`config.mk`:
```
export PLATFORM = sky130hd
export DESIGN_NAME = reset_sequencer
export DESIGN_NICKNAME = d
export VERILOG_FILES = /design/src/rtl/reset_sequencer.sv
export SDC_FILE = /design/constraint.sdc
export NUM_CORES = 1
export LEC_CHECK = 0
export BUFFER_PORTS_ARGS = -buffer_cell sky130_fd_sc_hd__buf_2
export CAP_MARGIN = 40
export CORE_ASPECT_RATIO = 1.5
export CORE_MARGIN = 1.5
export CORE_UTILIZATION = 52
export CTS_CLUSTER_DIAMETER = 150
export DETAILED_ROUTE_END_ITERATION = 8
export PLACE_DENSITY = 0.73
export SYNTH_ARGS = -nofsm -noshare
export SYNTH_HDL_FRONTEND = slang
export SYNTH_SLANG_ARGS = --single-unit
export TNS_END_PERCENT = 30
```
`constraint.sdc`:
```
create_clock -name clock -period 4.6 [get_ports clock]
set_input_delay 0.92 -clock clock [delete_from_list [all_inputs] [get_ports clock]]
set_output_delay 0.92 -clock clock [all_outputs]
set_load 0.01 [all_outputs]
```
`src/rtl/reset_sequencer.sv`:
```
// Staged reset release for three downstream blocks, gated by PLL lock.
// Each stage is released in order, waits for its ready, then a fixed gap.
module reset_sequencer #(
   parameter int LOCK_CYCLES = 8,
   parameter int GAP_CYCLES  = 16,
   parameter int TIMEOUT     = 1024
) (
   input  logic       clock,
   input  logic       reset,
   input  logic       pll_locked,
   input  logic [2:0] ready_i,
   output logic [2:0] reset_o,
   output logic       done_o,
   output logic       error_o,
   output logic [2:0] state_o,
   output logic [1:0] stage_o
);

   localparam int MAX_AB = (LOCK_CYCLES > GAP_CYCLES) ? LOCK_CYCLES : GAP_CYCLES;
   localparam int MAX_C  = (MAX_AB > TIMEOUT) ? MAX_AB : TIMEOUT;
   localparam int CW     = (MAX_C > 1) ? $clog2(MAX_C) : 1;

   localparam logic [CW-1:0] LOCK_LAST = CW'(LOCK_CYCLES - 1);
   localparam logic [CW-1:0] GAP_LAST  = CW'(GAP_CYCLES - 1);
   localparam logic [CW-1:0] TO_LAST   = CW'(TIMEOUT - 1);

   typedef enum logic [2:0] {
      WAIT_LOCK  = 3'd0,
      WAIT_READY = 3'd1,
      GAP        = 3'd2,
      RUN        = 3'd3,
      FAULT      = 3'd4
   } state_t;

   state_t        state_q, state_d;
   logic [1:0]    stage_q, stage_d;
   logic [CW-1:0] cnt_q, cnt_d;
   logic [2:0]    rst_q, rst_d;
   logic          done_q, done_d;
   logic          err_q, err_d;
   logic          lock_m, lock_s;
   logic          rdy;
   logic          lost;

   // Two-flop synchroniser for the asynchronous lock input.
   always_ff @(posedge clock) begin
      if (reset) begin
         lock_m <= 1'b0;
         lock_s <= 1'b0;
      end else begin
         lock_m <= pll_locked;
         lock_s <= lock_m;
      end
   end

   // State and output registers; reset overrides everything.
   always_ff @(posedge clock) begin
      if (reset) begin
         state_q <= WAIT_LOCK;
         stage_q <= 2'd0;
         cnt_q   <= '0;
         rst_q   <= 3'b111;
         done_q  <= 1'b0;
         err_q   <= 1'b0;
      end else begin
         state_q <= state_d;
         stage_q <= stage_d;
         cnt_q   <= cnt_d;
         rst_q   <= rst_d;
         done_q  <= done_d;
         err_q   <= err_d;
      end
   end

   // Next-state logic; lock loss beats ready and timeout.
   always_comb begin
      state_d = state_q;
      stage_d = stage_q;
      cnt_d   = cnt_q;
      rst_d   = rst_q;
      done_d  = done_q;
      err_d   = err_q;
      rdy     = |(ready_i & ~rst_q & (3'b001 << stage_q));
      lost    = !lock_s && (state_q == WAIT_READY ||
                            state_q == GAP ||
                            state_q == RUN);
      if (lost) begin
         state_d = WAIT_LOCK;
         stage_d = 2'd0;
         cnt_d   = '0;
         rst_d   = 3'b111;
         done_d  = 1'b0;
      end else begin
         case (state_q)
            WAIT_LOCK: begin
               if (!lock_s) begin
                  cnt_d = '0;
               end else if (cnt_q == LOCK_LAST) begin
                  rst_d   = 3'b110;
                  stage_d = 2'd0;
                  cnt_d   = '0;
                  state_d = WAIT_READY;
               end else begin
                  cnt_d = cnt_q + CW'(1);
               end
            end
            WAIT_READY: begin
               if (rdy) begin
                  cnt_d = '0;
                  if (stage_q == 2'd2) begin
                     state_d = RUN;
                     done_d  = 1'b1;
                  end else begin
                     state_d = GAP;
                  end
               end else if (cnt_q == TO_LAST) begin
                  state_d = FAULT;
                  err_d   = 1'b1;
                  rst_d   = 3'b111;
                  done_d  = 1'b0;
               end else begin
                  cnt_d = cnt_q + CW'(1);
               end
            end
            GAP: begin
               if (cnt_q == GAP_LAST) begin
                  rst_d   = {rst_q[1:0], 1'b0};
                  stage_d = stage_q + 2'd1;
                  cnt_d   = '0;
                  state_d = WAIT_READY;
               end else begin
                  cnt_d = cnt_q + CW'(1);
               end
            end
            RUN: begin
               done_d = 1'b1;
            end
            FAULT: begin
               err_d  = 1'b1;
               rst_d  = 3'b111;
               done_d = 1'b0;
            end
            default: begin
               state_d = WAIT_LOCK;
               stage_d = 2'd0;
               cnt_d   = '0;
               rst_d   = 3'b111;
               done_d  = 1'b0;
               err_d   = 1'b0;
            end
         endcase
      end
   end

   assign reset_o = rst_q;
   assign done_o  = done_q;
   assign error_o = err_q;
   assign state_o = state_q;
   assign stage_o = stage_q;

endmodule

```
* Word level (Yosys, flattened, before mapping)
Index checks and enable logic that the tools add are counted.
Widths: inputs -> output; s select.
** Operators by class
- Equality and inequality tests :: 16
- Add/sub/neg operators :: 2
- Reductions and logical operators :: 17
- Muxes and demuxes :: 30
- Bitwise operators :: 9
- Shift operators :: 1
** Operators by type and width (count)
- $mux 10 :: 5
- $pmux 10 s4 :: 1
- $mux 3 :: 10
- $pmux 3 s4 :: 2
- $add 10x1->10 const B :: 1
- $eq 10x10->1 const B :: 1
- $eq 10x3->1 const B :: 1
- $eq 10x4->1 const B :: 1
- $reduce_or 3->1 :: 3
- $reduce_and 4->1 :: 2
- $and 3x3->3 :: 2
- $eq 3x2->1 const B :: 2
- $mux 1 :: 6
- $mux 2 :: 3
- $ne 2x2->1 const B :: 3
- $ne 3x2->1 const B :: 2
- $not 1->1 :: 6
- $pmux 1 s3 :: 2
- $pmux 2 s3 :: 1
- $reduce_and 6->1 :: 1
- $reduce_or 2->1 :: 3
- $reduce_and 5->1 :: 1
- $ne 2x1->1 const B :: 2
- $eq 3x1->1 const B :: 1
- other kinds (12) :: 13
** Word-level totals
- Bits of input ports :: 6
- Word-level logic and storage cells :: 83
- Flip-flop bits (word level) :: 22
- Output and inout port bits :: 10

* Depth between registers and ports, before layout
Gate-level depths: netlist of the first run.
- Depth after elaboration :: 6
- Depth in mapped cells :: 8
- Gate-level depth less buffers :: 7

* Worst setup path after synthesis of the first run
No wires, ideal clock.
- Path kind :: input port to flip-flop
- Start point :: in reset
- End point :: reg cnt_q[7]
- Path buffers :: 2
- Library setup time :: 58 ps
- Setup slack :: 2684 ps
- Arrival time :: 1858 ps
- Data required time :: 4542 ps
- Cell stages on the path :: 5
- Cell sequence :: or2_2 -> clkbuf_1 -> a31o_1 -> buf_6 -> o21ba_1
** On the way
- Longest elaborated chain between the ends :: 1
** RTL lines
- start, declared :: line 9 : input logic reset,
- $reduce_or 2->1 (no line)
- end signal, assigned :: line 68 : cnt_q <= cnt_d;
- end, declared :: line 37 : logic [CW-1:0] cnt_q, cnt_d;
Every way passes these cells.
A chain may end at the register's enable or synchronous reset.

* Worst setup path in the final report of the first run
- Start point :: reg state_q[1], in the netlist state_o[1]
- End point :: out state_o[1]
** RTL lines
- start, declared :: line 35 : state_t state_q, state_d;
- start signal, assigned :: line 66 : state_q <= state_d;
- end, declared :: line 15 : output logic [2:0] state_o,
No word-level cell between the ends.

==> reports/results.txt, run 1 <==
R2R Setup Slk = 2.57 ns
Critical path endpoint = state_o[1]
Via count = 1,123
Worst R2R Path Depth = 6
Max Used Layer = met4
Max-Cap Viols = 0
Crit path largest cell delay = 0.75 ns
Clock power share = 0.278
Initial DRC Count = 26
Vias per Instance = 6.34
Clk_lat worst skew = 0.30 ns
Initial antenna violation count = 0
Post-Syn Area = 1250 um2
Top_reg_cell synth = dfxtp_1
PostCTS Resize Cnt = 0
CP startpoint = state_o[1]$_SDFFE_PP0P_
Register clock-pin slew on the reported worst setup and hold paths = 0.11 ns
Post-layout net count = 166
Count of hold-fix buffers inserted at cts = 0
Top Family by Delay on Critical Path = flip-flops
Worst Path Max Fanout = 19
Power Dens Cells = 226 nW/um2
Final Cell Area = 1330 um2
Sequential share of power = 0.651
Gr usage total = 0.217
Fin crit share = 0.484
Initial core utilization = 0.553
Crit end category = output port
Routed wire length = 2.59 mm
Worst-margin pin slew = 0.651 ns
Final hold vios = 0
I/O Buffers = 15
Die Wd = 43.0 um
Clock sinks = 22
Setup Buffers After CTS = 0
Antenna Cells = 0
Chip Height = 63.0 um
Worst Hold Slack = 0.446 ns
Levels on crit path = 1
Setup Viol. Count Final = 0
Max Slew Vio Count = 0
Crit path time final = 2.22 ns
Total gr overflow = 0
Worst slew margin = 0.565
# DRC = 0
CTS max path bufs = 2
Depth of the CTS H-tree = 1
Syn avg cell area = 8.73 um2
Gate Count Post-Synth = 143
Total power = 300 uW
Post-synth cell types = 46
Register area share after synthesis = 0.353
Ratio of cells with drive above 1 in the final layout = 0.162
Post-DP HPWL = 1.98 mm
Setup Slack @ Placement = 2.49 ns
First-pass GRT wire length = 4.64 mm
Sw frac = 0.228
Fin worst setup slack = 2.38 ns
EDFF count, synth = 0
Status = completed
Core box area = 2260 um2
Syn nets = 153
Setup TNS = 0 ns
Synth warnings = 0
Final ANT Viol Nets = 0
Gate power share = 0.071
Critical-path cell list = buf_2
Worst r2r src = cnt_q[0]$_SDFFE_PP0P_
Startpoint types = flip-flop
Max Fclk = 449 MHz
Crit path DAT = 1.30 ns
Critical Path RT = 3.68 ns
RD Place Congestion = 0.800
Critical path class = flip-flop to output port
Via count of the first global-routing pass = 1,108
Peak VDD IR = 0.174 mV
Die area = 2710 um2
CP max stage cell = dfxtp_1
Site Rows = 21
Met1 WL = 1.08 mm
CTS tree = built
CP Buf/Inv Count = 1
Sw power = 68.3 uW
Largest net degree at the start of global routing = 20
Mean routed wirelength per cell = 14.6 um
Area after DPL = 1310 um2
Min-Delay Path Class = flip-flop to flip-flop
Unrepaired setup endpoints after global routing = no
Layout area overhead = 6.61%
CTS root buffer = clkbuf_4
Number of I/O pins = 16
Flops & latches, synth = 22
Metal3 WL = 55 um
Final setup skew = 0.00297 ns
Routed wl met2 = 1.39 mm
Drt first pass iters = 4
Total CTS buffers = 3
RR Endpoint = stage_o[0]$_SDFFE_PP0P_
LEAKAGE = 0.480 nW
Async set-reset flop share out of synthesis = 0
Internal power = 232 uW
-- cell usage after synthesis, types with 2 or more instances --
master	instances	area, um2
a2111oi_0	2	17.5
a21oi_1	6	30.0
a31oi_1	2	12.5
and3_1	2	12.5
buf_2	2	10.0
buf_6	2	22.5
clkbuf_1	3	11.3
dfxtp_1	22	440
ha_1	4	50.1
inv_1	5	18.8
mux2i_1	2	20.0
nand2_1	4	15.0
nand3_1	3	15.0
nand3b_1	3	22.5
nand4_1	2	12.5
nor2_1	18	67.6
nor2b_1	5	31.3
nor3_1	4	20.0
nor3b_1	2	15.0
nor4_1	2	12.5
nor4b_1	2	17.5
nor4bb_1	2	20.0
o211ai_1	4	30.0
o21a_1	3	22.5
o21ai_0	9	45.0
or2_2	2	12.5
or3_1	2	12.5
xor2_1	6	52.6
-- per-layer routing --
metal | vias to the layer above | track usage
met3 | 7 | 0.0202
met4 | 0 | 0.125
met2 | 19 | 0.394
met1 | 544 | 0.232
met5 | - | 0
li1 | 553 | -
-- metrics by stage --
stage / util / instances
floorplan: - / 143
finish: 0.589 / 177
global route: 0.589 / 177
CTS: 0.589 / 177
detailed placement: 0.579 / 174
global placement: 0.579 / 174
-- flip-flops by register name, indices dropped and copies added, names as in the netlist --
register  count
error_o       1
cnt_q        10
lock_s        1
done_o        1
stage_o       2
reset_o       3
state_o       3
lock_m        1
-- cells in the final DEF, fill, tap and decap left out, drive strengths merged, types with 2 or more instances in the layout --
master | netlist | final
clkbuf | 3 | 3
o211ai | 5 | 5
nor3b | 2 | 2
a2111oi | 2 | 2
dfxtp | 22 | 22
mux2i | 2 | 2
nand3 | 3 | 3
xor2 | 6 | 6
inv | 5 | 5
nand2 | 4 | 4
and3 | 2 | 2
nand4 | 2 | 2
nor3 | 4 | 4
a21oi | 7 | 7
buf | 4 | 15
a31oi | 2 | 2
nand3b | 3 | 3
nor4 | 2 | 2
ha | 4 | 4
or2 | 2 | 2
or3 | 2 | 2
o21ai | 10 | 10
o21a | 3 | 3
nor4b | 2 | 2
nor2b | 5 | 5
nor2 | 19 | 19
nor4bb | 2 | 2
-- final cells by class --
class | count | area, um2
repair buffers | 15 | 75.1
inverters | 5 | 18.8
fillers | 212 | 928
clock buffers | 3 | 22.5
multi-input cells | 109 | 746
flip-flops and latches | 22 | 440
well taps | 23 | 28.8
-- power by group through the flow --
stage | clock network [mW] | logic, mW | registers (mW)
final | 0.0834 | 0.0213 | 0.195
after global placement | 0 | 0.0206 | 0.200
after CTS | 0.0868 | 0.0214 | 0.196
after global routing | 0.0953 | 0.0238 | 0.196
after floorplan | 0 | 0.0166 | 0.199
after detailed placement | 0 | 0.0213 | 0.200
-- how the worst min path moves through the flow --
| stage | startpoint | cells after the start | to | slack (ns) |
|---|---|---|---|---|
| finish | lock_m$_SDFF_PP0_ | 1 | lock_s$_SDFF_PP0_ | 0.45 |
| global route | lock_m$_SDFF_PP0_ | 1 | lock_s$_SDFF_PP0_ | 0.48 |
| CTS | lock_m$_SDFF_PP0_ | 1 | lock_s$_SDFF_PP0_ | 0.45 |
| detailed placement | lock_m$_SDFF_PP0_ | 1 | lock_s$_SDFF_PP0_ | 0.43 |
| global placement | lock_m$_SDFF_PP0_ | 1 | lock_s$_SDFF_PP0_ | 0.42 |
| floorplan | lock_m$_SDFF_PP0_ | 1 | lock_s$_SDFF_PP0_ | 0.41 |
-- cells by family after synthesis --
family,synth area share
and+or+nand+nor,0.266
AOI/OAI and AO/OA,0.233
DFF,0.353
buffers and inverters,0.0501
xor gates and xnor gates,0.0421
adders and majority gates,0.0401
muxes,0.0160
No activity file was read; power rests on OpenSTA's default activity.
==> inputs of run 2 (changes only) <==
--- a/config.mk
+++ b/config.mk
@@ -9,7 +9,7 @@
 export CAP_MARGIN = 40
 export CORE_ASPECT_RATIO = 1.5
 export CORE_MARGIN = 1.5
-export CORE_UTILIZATION = 52
+export CORE_UTILIZATION = 50
 export CTS_CLUSTER_DIAMETER = 150
 export DETAILED_ROUTE_END_ITERATION = 8
 export PLACE_DENSITY = 0.73
==> constraint.sdc (replaced) <==
create_clock -name clock -period 2 [get_ports clock]
set_input_delay 0.4 -clock clock [delete_from_list [all_inputs] [get_ports clock]]
set_output_delay 0.4 -clock clock [all_outputs]
set_load 0.01 [all_outputs]
==> reports/results.txt, run 2 (synthesis gave the netlist of run 1 again) <==
Status = completed
Fin worst setup slack = 0.112 ns (-2.26 ns)
Min-Delay Path Class = primary input to flip-flop
Max-Cap Viols = 0 (unchanged)
Worst Path Max Fanout = 8 (-11)
RD Place Congestion = 0.886 (+11%)
Final Cell Area = 1430 um2 (+7.1%)
Via count of the first global-routing pass = 1,129 (+1.9%)
Mean routed wirelength per cell = 14.9 um (+1.6%)
Number of I/O pins = 16 (unchanged)
Peak VDD IR = 0.325 mV (+87%)
Die area = 2810 um2 (+3.8%)
Fin crit share = 0.944
Layout area overhead = 14.2%
Routed wire length = 2.80 mm (+8.0%)
Unrepaired setup endpoints after global routing = no
Total power = 746 uW (+150%)
Max Slew Vio Count = 0 (unchanged)
Crit end category = flip-flop
Chip Height = 64.2 um (+1.9%)
Area after DPL = 1380 um2 (+5.3%)
Antenna Cells = 0 (unchanged)
Worst-margin pin slew = 0.601 ns (-0.0498 ns)
CTS max path bufs = 2 (unchanged)
Largest reg by FF count = cnt_q
# DRC = 0 (unchanged)
CTS tree = built
Initial DRC Count = 43 (+65%)
Critical path class = flip-flop to flip-flop
Via count = 1,170 (+4.2%)
Power Dens Cells = 523 nW/um2 (+130%)
Post-Layout Cell Count = 188 (+6.2%)
Clk_lat worst skew = 0.30 ns (about the same)
Crit path time final = 1.89 ns
Most common cell after layout, fill and taps aside = dfxtp_1
Worst slew margin = 0.598 (+0.0329)
Register clock-pin slew on the reported worst setup and hold paths = 0.12 ns (about the same)
CP max stage cell = dfxtp_1
Critical Path RT = 2.19 ns (-1.49 ns)
Max reg flops = 10 (unchanged)
Final hold vios = 0 (unchanged)
Depth of the CTS H-tree = 1 (unchanged)
Placed insts = 184 (+5.7%)
Setup Slack @ Placement = 0.0310 ns (-2.46 ns)
Ratio of cells with drive above 1 in the final layout = 0.232 (+0.0694)
Setup Viol. Count Final = 0 (unchanged)
Vias per Instance = 6.22 (-1.9%)
Drt first pass iters = 4 (unchanged)
Worst Hold Slack = 0.297 ns (-0.149 ns)
Setup Buffers After CTS = 0 (unchanged)
Setup TNS = 0 ns (unchanged)
Startpoint types = flip-flop
Post-DP HPWL = 2.18 mm (+10%)
Clock sinks = 22 (unchanged)
Crit path largest cell delay = 0.38 ns (-0.37 ns)
I/O Buffers = 15 (unchanged)
Critical-path cell list = ha_1 -> nor4bb_1 -> nand2_1 -> o21a_2 -> nor4b_1 -> o21ai_0
Gr usage total = 0.216 (-0.00114)
Total CTS buffers = 3 (unchanged)
Largest net degree at the start of global routing = 13 (-35%)
Core box area = 2390 um2 (+6.0%)
Total gr overflow = 0 (unchanged)
Max Fclk = 530 MHz
Crit path DAT = 2.08 ns (+0.78 ns)
Site Rows = 22 (+4.8%)
Die Wd = 43.8 um (+1.8%)
LEAKAGE = 0.544 nW (+13%)
Final core occ = 0.596 (+0.00646)
Post-layout net count = 175 (+5.4%)
Initial antenna violation count = 0 (unchanged)
CTS root buffer = clkbuf_4
First-pass GRT wire length = 4.68 mm (+0.91%)
Initial core utilization = 0.521 (-0.0312)
Final setup skew = 0.00264 ns (-0.000327 ns)
Most frequent cells in the layout = dfxtp_1, nor2_1, buf_2
Final ANT Viol Nets = 0 (unchanged)
run 2: area by class of cell:
class | count | area, um2
Fill cell | 224 | 968
Multi-Input combinational cell | 109 | 758
Sequential cell | 22 | 440
Timing Repair Buffer | 24 | 143
Clock buffer | 4 | 36.3
Tap cell | 24 | 30.0
Inverter | 5 | 18.8
run 2: worst max-delay path: cells and delay by family (launching register included):
| family | cells | cell delay [ns] |
|---|---|---|
| simple gates | 3 | 0.74 |
| compound gates | 2 | 0.41 |
| flops | 1 | 0.38 |
| fa+ha+maj | 1 | 0.24 |
run 2: path summary, 6_finish.rpt:
kind / from / end / slack (ns) / depth (start not counted)
max reg2reg: cnt_q[1]$_SDFFE_PP0P_ / reset_o[1]$_SDFFE_PP1P_ / 0.11 / 6
min: reset / lock_s$_SDFF_PP0_ / 0.30 / 2
max: cnt_q[1]$_SDFFE_PP0P_ / reset_o[1]$_SDFFE_PP1P_ / 0.11 / 6
min reg2reg: lock_m$_SDFF_PP0_ / lock_s$_SDFF_PP0_ / 0.46 / 1
run 2: layer usage:
metal	GRT usage	wire length, um	vias to the layer above
met5	0	0	-
met4	0.129	72	0
met3	0.0198	63	8
met2	0.392	1530	24
met1	0.227	1120	570
li1	-	-	568
run 2: where the power goes:
part,switching [mW],leakage (nW),internal (mW)
clock,0.129,0.0210,0.111
combinational,0.0325,0.345,0.0253
sequential,0.00511,0.178,0.443
run 2: what timing repair did:
| item | in CTS | in global routing |
|---|---|---|
| setup endpoints to repair | 0 | 12 |
| gates resized for setup | 0 | 4 |
| hold buffers | 0 | 0 |
